[src/rtl/boot_pkg.sv]
// Shared definitions for the boot loader: FSM states and frame constants.
package boot_pkg;

    typedef enum logic [2:0] {
        ST_IDLE,
        ST_LEN0,
        ST_LEN1,
        ST_DATA,
        ST_CSUM,
        ST_DONE,
        ST_ERR
    } boot_state_t;

    localparam logic [7:0] BOOT_MAGIC = 8'hA5;
    localparam int         HDR_LEN    = 3;

    // Terminal states stop taking bytes; every other state always accepts.
    function automatic logic accepts_bytes(input boot_state_t s);
        return !(s == ST_DONE || s == ST_ERR);
    endfunction

endpackage

[src/rtl/boot_loader_if.sv]
// Byte-stream input and instruction SRAM write port of the boot loader.
interface boot_loader_if #(
    parameter int AW = 12
);
    logic          in_valid;
    logic [7:0]    in_data;
    logic          in_ready;
    logic          wr_en;
    logic [AW-1:0] wr_addr;
    logic [31:0]   wr_data;

    modport master (
        output in_valid, in_data,
        input  in_ready, wr_en, wr_addr, wr_data
    );

    modport slave (
        input  in_valid, in_data,
        output in_ready, wr_en, wr_addr, wr_data
    );
endinterface

[src/rtl/boot_loader_byte2word.sv]
// Little-endian 4-byte assembler; pulses a registered word on every 4th pushed byte.
module byte2word (
    input  logic        clk,
    input  logic        srst,
    input  logic        push,
    input  logic [7:0]  i_byte,
    output logic [1:0]  o_byte_cnt,
    output logic        o_word_valid,
    output logic [31:0] o_word
);
    logic [1:0]  r_cnt;
    logic [23:0] r_shift;
    logic        r_word_valid;
    logic [31:0] r_word;

    always_ff @(posedge clk) begin
        if (srst) begin
            r_cnt        <= 2'd0;
            r_shift      <= 24'd0;
            r_word_valid <= 1'b0;
            r_word       <= 32'd0;
        end else begin
            r_word_valid <= 1'b0;
            if (push) begin
                r_cnt <= r_cnt + 2'd1;
                if (r_cnt == 2'd3) begin
                    r_word       <= {i_byte, r_shift};
                    r_word_valid <= 1'b1;
                end else begin
                    // Bytes enter at the top so the first one ends up in [7:0].
                    r_shift <= {i_byte, r_shift[23:8]};
                end
            end
        end
    end

    assign o_byte_cnt   = r_cnt;
    assign o_word_valid = r_word_valid;
    assign o_word       = r_word;
endmodule

[src/rtl/boot_loader.sv]
// Framed program-image loader: writes words into the instruction SRAM and holds
// the core in reset until a frame with a good checksum has been loaded.
module boot_loader
    import boot_pkg::*;
#(
    parameter int         AW    = 12,
    parameter logic [7:0] MAGIC = BOOT_MAGIC
) (
    input  logic          clk,
    input  logic          cpurst,
    boot_loader_if.slave  bus,
    output logic          core_rst,
    output logic          load_done,
    output logic          load_err
);
    localparam logic [16:0] MAX_WORDS = 17'(1) << AW;

    boot_state_t   r_state;
    logic          r_in_ready;
    logic [7:0]    r_len_lo;
    logic [15:0]   r_len;
    logic [AW:0]   r_words;
    logic [7:0]    r_xor;
    logic [AW-1:0] r_wr_addr;
    logic          r_core_rst;
    logic          r_done;
    logic          r_err;

    logic          w_accept;
    logic          w_push;
    logic [15:0]   w_len;
    logic [AW:0]   w_words_inc;
    logic [1:0]    w_byte_cnt;
    logic          w_word_valid;
    logic [31:0]   w_word;

    assign w_accept    = bus.in_valid && r_in_ready;
    assign w_push      = w_accept && (r_state == ST_DATA);
    assign w_len       = {bus.in_data, r_len_lo};
    assign w_words_inc = r_words + {{AW{1'b0}}, 1'b1};

    byte2word u_byte2word (
        .clk          (clk),
        .srst         (cpurst),
        .push         (w_push),
        .i_byte       (bus.in_data),
        .o_byte_cnt   (w_byte_cnt),
        .o_word_valid (w_word_valid),
        .o_word       (w_word)
    );

    always_ff @(posedge clk) begin
        if (cpurst) begin
            r_state    <= ST_IDLE;
            r_in_ready <= 1'b0;
            r_len_lo   <= 8'd0;
            r_len      <= 16'd0;
            r_words    <= '0;
            r_xor      <= 8'd0;
            r_wr_addr  <= '0;
            r_core_rst <= 1'b1;
            r_done     <= 1'b0;
            r_err      <= 1'b0;
        end else begin
            r_in_ready <= accepts_bytes(r_state);
            case (r_state)
                ST_IDLE: begin
                    if (w_accept && bus.in_data == MAGIC) r_state <= ST_LEN0;
                end
                ST_LEN0: begin
                    if (w_accept) begin
                        r_len_lo <= bus.in_data;
                        r_state  <= ST_LEN1;
                    end
                end
                ST_LEN1: begin
                    if (w_accept) begin
                        r_len <= w_len;
                        if ({1'b0, w_len} > MAX_WORDS) begin
                            r_state    <= ST_ERR;
                            r_err      <= 1'b1;
                            r_in_ready <= 1'b0;
                        end else if (w_len == 16'd0) begin
                            r_state <= ST_CSUM;
                        end else begin
                            r_state <= ST_DATA;
                        end
                    end
                end
                ST_DATA: begin
                    if (w_accept) begin
                        r_xor <= r_xor ^ bus.in_data;
                        if (w_byte_cnt == 2'd3) begin
                            // Address is latched here so it lines up with the assembler's write pulse.
                            r_wr_addr <= r_words[AW-1:0];
                            r_words   <= w_words_inc;
                            if ({{(15-AW){1'b0}}, w_words_inc} == r_len) r_state <= ST_CSUM;
                        end
                    end
                end
                ST_CSUM: begin
                    if (w_accept) begin
                        r_in_ready <= 1'b0;
                        if (bus.in_data == r_xor) begin
                            r_state    <= ST_DONE;
                            r_done     <= 1'b1;
                            r_core_rst <= 1'b0;
                        end else begin
                            r_state <= ST_ERR;
                            r_err   <= 1'b1;
                        end
                    end
                end
                ST_DONE, ST_ERR: begin
                    r_in_ready <= 1'b0;
                end
                default: r_state <= ST_IDLE;
            endcase
        end
    end

    assign bus.in_ready = r_in_ready;
    assign bus.wr_en    = w_word_valid;
    assign bus.wr_addr  = r_wr_addr;
    assign bus.wr_data  = w_word;
    assign core_rst     = r_core_rst;
    assign load_done    = r_done;
    assign load_err     = r_err;
endmodule

[src/flat_wrapper.sv]
// flat-port wrapper written by rule: the top's interface ports become plain ports
module boot_loader_flat import boot_pkg::*;
#(
    parameter int         AW    = 12,
    parameter logic [7:0] MAGIC = BOOT_MAGIC
)
  (clk, cpurst, core_rst, load_done, load_err, bus_in_valid, bus_in_data, bus_in_ready, bus_wr_en, bus_wr_addr, bus_wr_data);
  boot_loader_if #(.AW(AW)) bus_i ();
  input  logic clk;
  input  logic cpurst;
  output logic core_rst;
  output logic load_done;
  output logic load_err;
  input wire logic [$bits(bus_i.in_valid)-1:0] bus_in_valid;
  input wire logic [$bits(bus_i.in_data)-1:0] bus_in_data;
  output wire logic [$bits(bus_i.in_ready)-1:0] bus_in_ready;
  output wire logic [$bits(bus_i.wr_en)-1:0] bus_wr_en;
  output wire logic [$bits(bus_i.wr_addr)-1:0] bus_wr_addr;
  output wire logic [$bits(bus_i.wr_data)-1:0] bus_wr_data;
  assign bus_i.in_valid = bus_in_valid;
  assign bus_i.in_data = bus_in_data;
  assign bus_in_ready = bus_i.in_ready;
  assign bus_wr_en = bus_i.wr_en;
  assign bus_wr_addr = bus_i.wr_addr;
  assign bus_wr_data = bus_i.wr_data;
  boot_loader #(.AW(AW), .MAGIC(MAGIC)) u_core (.clk(clk), .cpurst(cpurst), .bus(bus_i), .core_rst(core_rst), .load_done(load_done), .load_err(load_err));
endmodule
[config.mk]
export PLATFORM = sky130hd
export DESIGN_NAME = boot_loader_flat
export DESIGN_NICKNAME = d
export VERILOG_FILES = /design/src/rtl/boot_pkg.sv /design/src/rtl/boot_loader_if.sv /design/src/rtl/boot_loader_byte2word.sv /design/src/rtl/boot_loader.sv /design/src/flat_wrapper.sv
export SDC_FILE = /design/constraint.sdc
export NUM_CORES = 1
export LEC_CHECK = 0
export CAP_MARGIN = 40
export CORE_ASPECT_RATIO = 1.1
export CORE_MARGIN = 3
export CORE_UTILIZATION = 55
export DETAILED_ROUTE_END_ITERATION = 7
export PLACE_DENSITY = 0.78
export SYNTH_ARGS = -nofsm -noshare
export SYNTH_HDL_FRONTEND = slang
export SYNTH_SLANG_ARGS = --single-unit
[constraint.sdc]
create_clock -name clk -period 3.82 [get_ports clk]
set_clock_uncertainty 0.1 [all_clocks]
set_input_delay 0.764 -clock clk [delete_from_list [all_inputs] [get_ports clk]]
set_output_delay 0.764 -clock clk [all_outputs]
set_load 0.05 [all_outputs]
==> results.yml, run 1 <==
logic_synthesis:
  syn_avg_cell_area_um2: 7.98
  syn-num-nets: 673
  synth-main-ff-cell: "dfxtp_1"
  synth_area_mm2: 0.00527
  synthArstFlopShare: 0
  ys_types: 53
  yosysMostFrequentCell: "nand2_1"
  netlist_instances: 660
  ys.warnings.count: 0
  synth_top_area_cell: "dfxtp_1"
  synthTopCellsByCount: "nand2_1, dfxtp_1, a21oi_1, nor2_1, clkbuf_1"
  synth.ff_latch_count: 123
  seq_area_frac_synth: 0.467
  synth_edf_count: 0
  synth_area_leaders: "dfxtp_1, nand2_1, a21oi_1, xor2_1, nor2_1"
  yosys.area.top_type_share: 0.467
critical_path:
  cp_cell_sequence: "clkdlybuf4s50_1"
  max_stage_delay_ns: 0.85
  cp_slowest_cell: "clkdlybuf4s50_1"
  cp.arrival_ns: 1.71
  crit_fanout: 2
  critPathTopFamily: "buffers and inverters"
  path_buf_inv: 1
  cp-start-kind: "register"
  path_class: "reg -> out"
  cp-end-kind: "output port"
  crit_required_ns: 2.96
floorplan:
  core_area_mm2: 0.00910
  die_area_mm2: 0.0108
  die_h_um: 109
  start_util: 0.579
  io-pin-count: 60
  row_count: 36
  die_x_um: 99.3
route:
  routed_wl_um: 12700
  dr.pass1.iters: 7
  wl_per_cell_um: 15.5
  via_count: 4633
  drc: 0
  postRouteAntennaNets: 0
  drt_iter0_markers: 258
  viasPerCell: 5.65
clock_tree:
  clock_latency_ns: 0.52
  clkTransAtPathRegs_ns: 0.06
  cts_sinks: 123
  root_buffer: "clkbuf_8"
  cts_tree: "done"
  clock_path_buffers: 2
  cts_buffers: 17
  htree_num_levels: 4
  cts_hold_buf: 0
  post_cts_resized: 0
  postCtsSetupRepairBufs: 0
pwr:
  p_total_mw: 2.88
  vdd_drop_max_uv: 262
  p_leak_nw: 2.23
  power_density_mw_per_mm2: 449
global_route:
  antenna_found_initial: 1
  grt_max_degree: 60
  first_global_vias: 4581
  grt_overflow_total: 0
  grtUsageTotal: 0.246
  grt_pass1_wl_um: 21400
timing:
  maxSlewHeadroom: 0.367
  setup_viol: 0
  finalHoldViolCount: 0
  final_max_slew_viol_count: 0
  hold_ws_ns: 0.353
  max_freq_mhz: 389
  tns_ns: 0
  fin_crit_sh: 0.673
  tightest_slew_ns: 0.949
  rsz0062_at_grt: "no"
  final.min_clock_period_ns: 2.57
finish:
  finish.utilization: 0.705
  diodes: 0
  area_growth_pct: 21.8
  drive_gt1_frac: 0.0765
  nNetsFinal: 706
  stdcell_count: 820
placed_design:
  dpl.cell_count: 788
  portBuffers: 59
  dp_hpwl_um: 8360
  place_congestion: 0.913
outcome:
  status: "complete, no violations"
flow_run:
  drv_cap: 0
min_path:
  min_path_type: "reg -> reg"
final timing paths:
kind                                                         start                             end  slack, ns  depth (start not counted)
worst min-delay path                  u_core.core_rst$_SDFFE_PP1P_    u_core.core_rst$_SDFFE_PP1P_       0.35                          1
worst max register to register      u_core.r_words[0]$_SDFFE_PP0P_  u_core.r_state[1]$_SDFFE_PP0P_       1.37                          7
worst max-delay path            u_core.bus.wr_addr[0]$_SDFFE_PP0P_                  bus_wr_addr[0]       1.25                          1
worst min register to register        u_core.core_rst$_SDFFE_PP1P_    u_core.core_rst$_SDFFE_PP1P_       0.35                          1
power breakdown:
group	internal (mW)	switching (mW)
sequential	1.28	0.000426
combinational	0.0193	0.0449
clock	0.913	0.621
total	2.22	0.666
layer usage:
metal | part of all wire | up-vias | GRT usage
met5 | 0.00086 | - | 0
met4 | 0.019 | 2 | 0.0985
met3 | 0.067 | 32 | 0.0729
met2 | 0.49 | 157 | 0.413
met1 | 0.42 | 2180 | 0.295
li1 | - | 2262 | -
kinds of logic after synthesis:
family | count (synthesis) | synth area share
AOI/OAI and AO/OA | 123 | 0.138
and+or+nand+nor | 300 | 0.254
muxes | 8 | 0.0152
xor gates and xnor gates | 45 | 0.0748
buffers and inverters | 59 | 0.0454
adders and majority gates | 2 | 0.00475
DFF | 123 | 0.467
layout by cell type, fill, tap and decap left out, drive strengths merged, types with 3 or more instances in the layout:
| cell type | count |
|---|---|
| nand2 | 199 |
| dfxtp | 123 |
| a21oi | 92 |
| clkdlybuf4s50 | 58 |
| nor2 | 45 |
| xor2 | 28 |
| clkbuf | 19 |
| xnor2 | 17 |
| inv | 13 |
| nand3 | 10 |
| nor4 | 10 |
| nor3 | 8 |
| mux2i | 8 |
| buf | 8 |
| nand4 | 7 |
| and3 | 5 |
| o21ai | 4 |
| a31oi | 4 |
| clkinvlp | 4 |
| a211oi | 3 |
| or3 | 3 |
| nor3b | 3 |
final cells by class:
| cell class | instances | area, um2 |
|---|---|---|
| well taps | 114 | 143 |
| repair buffers | 66 | 641 |
| clock inverters | 13 | 133 |
| fillers | 712 | 2680 |
| inverters | 7 | 26.3 |
| flip-flops and latches | 123 | 2460 |
| multi-input cells | 478 | 2570 |
| clock buffers | 19 | 442 |
flip-flops by register name (all words and copies together), names as in the netlist:
name	count
u_core.r_len	16
u_core.bus.wr_addr	12
u_core.r_len_lo	8
u_core.core_rst	1
u_core.u_byte2word.o_byte_cnt	2
u_core.load_done	1
u_core.r_state	3
u_core.load_err	1
u_core.r_xor	8
u_core.u_byte2word.r_shift	24
u_core.u_byte2word.o_word	32
u_core.u_byte2word.o_word_valid	1
u_core.bus.in_ready	1
u_core.r_words	13
through the flow:
step / instance area [um2] / setup WS [ns]
after floorplan: 5270 / 1.49
after global placement: 5840 / 0.854
after detailed placement: 5840 / 0.814
after CTS: 6420 / 1.23
after global routing: 6420 / 1.18
final: 6420 / 1.25
(Power assumes the default switching activity.)
==> run 2: changes to the inputs <==
--- a/config.mk
+++ b/config.mk
@@ -8,9 +8,9 @@
 export CAP_MARGIN = 40
 export CORE_ASPECT_RATIO = 1.1
 export CORE_MARGIN = 3
-export CORE_UTILIZATION = 55
+export CORE_UTILIZATION = 50
 export DETAILED_ROUTE_END_ITERATION = 7
-export PLACE_DENSITY = 0.78
+export PLACE_DENSITY = 0.75
 export SYNTH_ARGS = -nofsm -noshare
 export SYNTH_HDL_FRONTEND = slang
 export SYNTH_SLANG_ARGS = --single-unit
==> constraint.sdc (replaced) <==
create_clock -name clk -period 2.3 [get_ports clk]
set_clock_uncertainty 0.1 [all_clocks]
set_input_delay 0.46 -clock clk [delete_from_list [all_inputs] [get_ports clk]]
set_output_delay 0.46 -clock clk [all_outputs]
set_load 0.05 [all_outputs]
==> run 2 against run 1 <==
Compared with the run above: non-clock buffer count up 41; first-iteration DRC count is 23% higher; largest cell class unchanged; critical endpoint is now load_err; die area is 9.4% higher; critical path depth unchanged; sequential cell count unchanged; wire length increased by 5.6%; utilization decreased by 3.2 points; register-to-register slack got worse by 1.3 ns; design area is 5.7% higher.
==> results.yml, run 2 (synthesis results as in run 1) <==
outcome:
  status: "complete, no violations"
pwr:
  vdd_drop_max_uv: 518
  power_density_mw_per_mm2: 678
  p_total_mw: 4.60
  p_leak_nw: 2.48
finish:
  diodes: 0
  drive_gt1_frac: 0.126
  final_common_cell: "nand2_1"
  largest_reg_flops: 32
  nNetsFinal: 747
  nFillCells: 848
  finalInstanceArea_mm2: 0.00679
  area_growth_pct: 28.8
  final_cell_mix: "nand2_1, dfxtp_1, a21oi_1"
timing:
  maxSlewHeadroom: 0.651
  final.min_clock_period_ns: 2.25
  final_max_slew_viol_count: 0
  fin_crit_sh: 0.980
  tightest_slew_ns: 0.522
  max_freq_mhz: 444
  worst_slack_ns: 0.0454
  rsz0062_at_grt: "no"
  finalHoldViolCount: 0
  tns_ns: 0
  setup_viol: 0
placed_design:
  place_congestion: 0.871
  portBuffers: 59
  place_area_mm2: 0.00623
  dp_hpwl_um: 9360
  dp_slack_ns: -0.266
critical_path:
  cp.depth: 1
  crit_required_ns: 1.74
  crit_start: "u_core.load_err$_SDFFE_PP0P_"
  cp.arrival_ns: 1.69
  critPathTopFamily: "buffers and inverters"
  regToRegStartpoint: "u_core.r_words[1]$_SDFFE_PP0P_"
  cp_cell_sequence: "clkdlybuf4s50_1"
  cp-end-kind: "output port"
  max_stage_delay_ns: 0.82
  reg2reg_depth: 8
  cp_slowest_cell: "clkdlybuf4s50_1"
  path_class: "reg -> out"
  path_buf_inv: 1
  crit_fanout: 2
  cp-start-kind: "register"
min_path:
  min_path_cells: 2
  min_path_type: "in -> reg"
  min_from: "cpurst"
clock_tree:
  cts_hold_buf: 0
  clkTransAtPathRegs_ns: 0.06
  root_buffer: "clkbuf_8"
  cts_tree: "done"
  cts_buffers: 17
  htree_num_levels: 4
  postCtsSetupRepairBufs: 0
  clock_path_buffers: 2
  clock_latency_ns: 0.52
  cts_sinks: 123
global_route:
  grtUsageTotal: 0.233
  antenna_found_initial: 0
  first_global_vias: 4643
  grt_max_degree: 51
  grt_pass1_wl_um: 22200
  grt_overflow_total: 0
route:
  drc: 0
  postRouteAntennaNets: 0
  drt_iter0_markers: 318
  viasPerCell: 5.40
  dr.pass1.iters: 6
  via_count: 4785
  wl_per_cell_um: 15.2
  routed_wl_um: 13400
floorplan:
  row_count: 38
  io-pin-count: 60
  core_area_mm2: 0.0101
  die_area_mm2: 0.0118
  die_h_um: 114
  die_x_um: 104
  start_util: 0.523
flow_run:
  drv_cap: 0
==> run 2: cell count changes in the layout (fill, tap and decap cells not counted), sizes merged <==
cell / previous run / this run
buf: 8 / 49
inv: 13 / 7
clkdlybuf4s50: 58 / 54
clkbuf: 19 / 22
dlymetal6s2s: 0 / 3
clkinvlp: 4 / 6
bufinv: 1 / 0
clkinv: 2 / 3
dlygate4sd2: 0 / 1
==> run 2: final timing paths <==
path / end / slack (ns)
worst min-delay path: u_core.u_byte2word.o_byte_cnt[0]$_SDFFE_PP0P_ / 0.21
worst min register to register: u_core.core_rst$_SDFFE_PP1P_ / 0.35
worst max-delay path: load_err / 0.05
worst max register to register: u_core.r_state[1]$_SDFFE_PP0P_ / 0.11
==> run 2: what timing repair did <==
action / 4_1_cts / 5_1_grt
cloned: 0 / 0
setup endpoints to repair: 1 / 6
resized for setup: 1 / 5
pin swaps: 0 / 2
==> run 2: layer usage <==
layer / share of wire / wire (um) / vias to the layer above / track usage
li1: - / - / 2345 / -
met1: 0.42 / 5670 / 2270 / 0.270
met2: 0.51 / 6790 / 140 / 0.410
met3: 0.051 / 689 / 30 / 0.0719
met4: 0.022 / 290 / 0 / 0.0824
met5: 0 / 0 / - / 0
==> run 2: per-stage QoR <==
| step | cells | hold slack [ns] | util |
|---|---|---|---|
| floorplan | 660 | 0.332 | - |
| global placement | 855 | 0.340 | 0.619 |
| detailed placement | 855 | 0.339 | 0.619 |
| CTS | 886 | 0.182 | 0.671 |
| global route | 886 | 0.195 | 0.673 |
| finish | 886 | 0.207 | 0.673 |
==> run 2: cell type report <==
| type | instances | area (um2) | area share |
|---|---|---|---|
| Sequential cell | 123 | 2460 | 0.363 |
| Clock inverter | 9 | 67.6 | 0.00996 |
| Clock buffer | 22 | 463 | 0.0682 |
| Timing Repair Buffer | 107 | 1000 | 0.148 |
| Multi-Input combinational cell | 478 | 2590 | 0.381 |
| Tap cell | 140 | 175 | 0.0258 |
| Inverter | 7 | 26.3 | 0.00387 |
==> run 2: worst reg2reg max path: cells and delay by family, from the launching register on <==
kind / cells / cell delay, ns
buf+inv: 1 / 0.21
fa+ha+maj: 1 / 0.22
compound gates: 4 / 0.89
flops: 1 / 0.35
simple gates: 2 / 0.34
==> run 2: power breakdown <==
group / switching [mW] / internal, mW
logic: 0.0824 / 0.0507
registers: 0.000730 / 2.13
clock network: 0.936 / 1.40
==> patch 1 (settings of run 2) <==
`AW` is set to 12 in 3 places; all go to 11.
--- a/src/rtl/boot_loader_if.sv
+++ b/src/rtl/boot_loader_if.sv
@@ -1,5 +1,5 @@
 // Byte-stream input and instruction SRAM write port of the boot loader.
 interface boot_loader_if #(
-    parameter int AW = 12
+    parameter int AW = 11
 );
     logic          in_valid;
--- a/src/rtl/boot_loader.sv
+++ b/src/rtl/boot_loader.sv
@@ -4,5 +4,5 @@
     import boot_pkg::*;
 #(
-    parameter int         AW    = 12,
+    parameter int         AW    = 11,
     parameter logic [7:0] MAGIC = BOOT_MAGIC
 ) (
--- a/src/flat_wrapper.sv
+++ b/src/flat_wrapper.sv
@@ -2,5 +2,5 @@
 module boot_loader_flat import boot_pkg::*;
 #(
-    parameter int         AW    = 12,
+    parameter int         AW    = 11,
     parameter logic [7:0] MAGIC = BOOT_MAGIC
 )
Ports: changed (resized bus_wr_addr); port bits go from 60 to 59. The function was not compared with the original's and may differ.
==> patch 1 against run 2 <==
Clock power increased by 16%; wire length shrank 5.1%; sequential cell count shrank 2; critical path depth stayed put; critical path type unchanged; non-clock buffer count down 7; count of clock-buffer cells in the layout is 4 lower; cell area decreased by 3.7%; worst setup slack improved by 0.015 ns; first-iteration DRC count increased by 29%; largest power group unchanged; synthesized area fell by 4.3%; largest cell class is now registers; power rose by 7.3%; global-route usage rose by 0.24 points; critical endpoint is now bus_wr_data[27].
==> patch 1: results (changes against run 2) <==
number of optimization iterations in the first detailed-route pass 8 (+2); Fillers 733 (-14%); final core utilization 68.17% (+0.85 points); met1 WL 5.231 mm (-7.7%); Post-Place Cell Area 0.005906 sq mm (-5.3%); end of the worst hold path u_core.bus.in_ready$_SDFF_PP0_; largest net degree at the start of global routing 69 (+35%); global placement routability congestion 0.8600 (-1.3%); number of clock sinks 121 (-1.6%); fraction of area in clock buffers and inverters 9.404% (+1.6 points); Power Combinational 0.000124 W (-7%); filler-free cell count of the finished design 829 (-6.4%); total number of multi-input combinational cells 453 (-5.2%); first-iteration detailed-routing DRC count 411 (+29%); status finished, final reports clean; sum of net half-perimeters after detailed placement 8.615 mm (-7.9%); vias in the first global route 4489 (-3.3%); cells after synthesis 628 (-4.8%); Worst R2R Setup Slack 0.15 ns (+0.04 ns); transition time of the tightest slew-check pin 0.5270 ns (+0.005205 ns); bufs w/o clock 100 (-6.5%); total power density per cell area 756.2 mW/mm^2 (+11%); routed length on met3 786 um (+14%); met1 capacity usage during global routing 29.12% (+2.2 points); leakage 2.307 nW (-7.0%); multi-input logic portion of the cell area 36.64% (-1.5 points); Hold WS 0.2246 ns (+0.01780 ns); part of the total power dissipated in sequential elements 42.5% (-3.8 points); non-clock buffering overhead in the final layout 14.23% (-0.58 points); cell types with the largest area share after synthesis sky130_fd_sc_hd__dfxtp_1 48%, sky130_fd_sc_hd__nand2_1 15%, sky130_fd_sc_hd__a21oi_1 9.2%, sky130_fd_sc_hd__xnor2_1 4.5%, sky130_fd_sc_hd__xor2_1 3.0%; met3 Track Usage GR 5.326% (-1.9 points); final-layout clock buffer total 18 (-18%); Worst Setup EP bus_wr_data[27]; Reg-to-Reg End u_core.r_state[0]$_SDFFE_PP0P_; depth of the most critical reg-to-reg path 7 (-1)
-- patch 1: changes by cell type after synthesis, sizes merged, moves of 4 or more --
cell | run 2 | this run
nor2 | 45 | 38
xnor2 | 17 | 26
xor2 | 28 | 17
and3 | 5 | 0
nor4 | 10 | 6
clkbuf | 34 | 29
-- patch 1: what timing repair did --
item / CTS / global route
gates resized for setup: 1 / 5
hold buffers: 0 / 0
endpoints found under the setup margin: 1 / 3
endpoints found under the hold margin: 0 / 0
setup buffers: 0 / 0
-- patch 1: cells by family (layout without fill, tap and decap cells) --
| kind of cell | after synthesis | count (layout) | share of synthesized area [%] |
|---|---|---|---|
| xor gates and xnor gates | 43 | 43 | 7.465 |
| muxes | 10 | 10 | 1.984 |
| buffers and inverters | 54 | 138 | 4.911 |
| AOI/OAI and AO/OA | 119 | 119 | 13.57 |
| adders and majority gates | 2 | 2 | 0.4960 |
| DFF | 121 | 121 | 48.02 |
| and+or+nand+nor | 279 | 279 | 23.56 |
==> patch 2 (settings of run 2) <==
Without the edit above. Make the reset (`cpurst` and `srst`) asynchronous in 2 clocked blocks.
--- a/src/rtl/boot_loader_byte2word.sv
+++ b/src/rtl/boot_loader_byte2word.sv
@@ -14,5 +14,5 @@
     logic [31:0] r_word;
 
-    always_ff @(posedge clk) begin
+    always_ff @(posedge clk or posedge srst) begin
         if (srst) begin
             r_cnt        <= 2'd0;
--- a/src/rtl/boot_loader.sv
+++ b/src/rtl/boot_loader.sv
@@ -50,5 +50,5 @@
     );
 
-    always_ff @(posedge clk) begin
+    always_ff @(posedge clk or posedge cpurst) begin
         if (cpurst) begin
             r_state    <= ST_IDLE;
Check against the original RTL: differs if cpurst is asserted again (counterexample within 4 cycles, from zero or initial values and one cycle with cpurst high); with cpurst held inactive, the same outputs for 10 cycles.
==> patch 2 against run 2 <==
Synthesized cell count decreased by 23%; critical path depth increased by 7; core utilization grew 1.2 points; fmax down 5.0%; the flow now finishes with violations (setup timing); register-to-register slack got worse by 0.18 ns; cell area grew 5.9%; wire length decreased by 8.6%; sequential cell count unchanged; worst setup slack got worse by 0.12 ns; die area grew 2.4%; synthesized area is 2.6% higher.
Power is not compared: it rests on default switching activity, and its combinational part moved more than twofold at a synthesized area within 25%.
==> patch 2: results (changes against run 2) <==
Async S/R FF share, synth 100.0% (+100 points); Fillers 769 (-9.3%); final layout net count 616 (-18%); area overhead of the layout relative to synthesis 32.99%; Tightest Hold Check Type input pin to asynchronous set/reset pin; number of setup violations in the final report 3 (+3); post-cts resize count 15 (+14); first-iteration detailed-routing DRC count 183 (-42%); transition time of the tightest slew-check pin 0.5399 ns (+0.01815 ns); via/cell ratio 5.266 (-2.5%); status complete, but fails checks; vias in the first global route 4087 (-12%); largest net degree at the start of global routing 46 (-9.8%); source-to-sink clock delay at the later pin of the worst-skew pair 0.42 ns (-0.10 ns); Tot GR Track Use 21.85% (-1.5 points); Post CTS Setup Buffer Count 1 (+1); Met2 Routed Length 6.213 mm (-8.5%); Distinct cells, synth 46 (-13%); violations in the final reports setup timing; Seq/Total Area, Yosys 56.98% (+10 points); cell types with the largest area share after synthesis sky130_fd_sc_hd__dfrtp_1 56%, sky130_fd_sc_hd__nand2_1 11%, sky130_fd_sc_hd__mux2_2 11%, sky130_fd_sc_hd__xnor2_1 4.7%, sky130_fd_sc_hd__xor2_1 2.6%; sum of net half-perimeters after detailed placement 8.076 mm (-14%); routed length per instance 16.18 um (+6.6%); layout cells sized above 1 24.84% (+12 points); number of optimization iterations in the first detailed-route pass 4 (-2); Post-Place Cell Area 0.006482 sq mm (+4.0%); global placement routability congestion 0.8216 (-5.7%); wire length of the first global-routing pass 20.56 mm (-7.5%); most instantiated cells after synthesis 157 x sky130_fd_sc_hd__nand2_1, 122 x sky130_fd_sc_hd__dfrtp_1, 51 x sky130_fd_sc_hd__mux2_2; setup slack of the critical path after layout -0.07292 ns (-0.1183 ns); worst-path fanout max 3 (+1); clk root buf sky130_fd_sc_hd__clkbuf_16; routed length on met3 513 um (-26%)
==> patch 2: stage by stage <==
stage	instances	TNS, ns
floorplan	506	0
global placement	725	-0.2168
detailed placement	725	-0.5571
CTS	758	-0.02144
global route	759	-0.4291
finish	759	-0.1170
==> patch 2: final cells by class <==
class	count	share of cell area [%]
flip-flops and latches	123	42.86
multi-input cells	349	32.07
repair buffers	107	14.07
clock buffers	22	6.598
well taps	143	2.490
clock inverters	10	1.602
inverters	5	0.3134
==> patch 2: kinds of logic after synthesis <==
group,Yosys count,synth area share (%)
buf+inv,34,2.524
flops,123,56.98
fa+ha+maj,2,0.4630
compound gates,37,4.515
simple gates,212,17.23
mux,53,11.00
xor+xnor,45,7.293
==> patch 2: layer usage <==
metal | vias to the layer above | GRT usage, %
met5 | - | 0
met4 | 0 | 8.399
met3 | 16 | 5.727
met2 | 100 | 35.90
met1 | 2010 | 28.11
li1 | 1871 | -
==> patch 2: power groups by stage <==
stage	clock network, W	registers, W	logic [W]
finish	0.00262	0.00364	0.00397
global route	0.00276	0.00374	0.00424
CTS	0.00266	0.00364	0.00399
detailed placement	0	0.00363	0.00381
global placement	0	0.00359	0.00371
floorplan	0	0.00443	0.00173
==> patch 2: final timing paths <==
| path | from | end | slack [ns] | cells past startpoint |
|---|---|---|---|---|
| setup reg to reg | u_core.u_byte2word.o_byte_cnt[1]$_DFFE_PP0P_ | u_core.r_state[0]$_DFFE_PP0P_ | -0.07 | 8 |
| min in group clk | u_core.load_err$_DFFE_PP0P_ | u_core.load_err$_DFFE_PP0P_ | 0.36 | 1 |
| hold / removal | cpurst | u_core.u_byte2word.o_word[5]$_DFFE_PP0P_ | 0.31 | 2 |
| max in group asynchronous | cpurst | u_core.u_byte2word.o_word[28]$_DFFE_PP0P_ | 1.21 | 3 |
| setup / recovery | u_core.u_byte2word.o_byte_cnt[1]$_DFFE_PP0P_ | u_core.r_state[0]$_DFFE_PP0P_ | -0.07 | 8 |
| hold reg to reg | u_core.load_err$_DFFE_PP0P_ | u_core.load_err$_DFFE_PP0P_ | 0.36 | 1 |
==> patch 2: critical path, stage by stage, from the launching register on <==
cell and delay (ns):
sky130_fd_sc_hd__dfrtp_1 0.37, sky130_fd_sc_hd__ha_2 0.18, sky130_fd_sc_hd__or4b_4 0.47, sky130_fd_sc_hd__a2111oi_4 0.18, sky130_fd_sc_hd__o21ai_1 0.10, sky130_fd_sc_hd__a21oi_1 0.16, sky130_fd_sc_hd__nor4b_4 0.25, sky130_fd_sc_hd__a31oi_2 0.17
sky130_fd_sc_hd__a211o_1 0.29
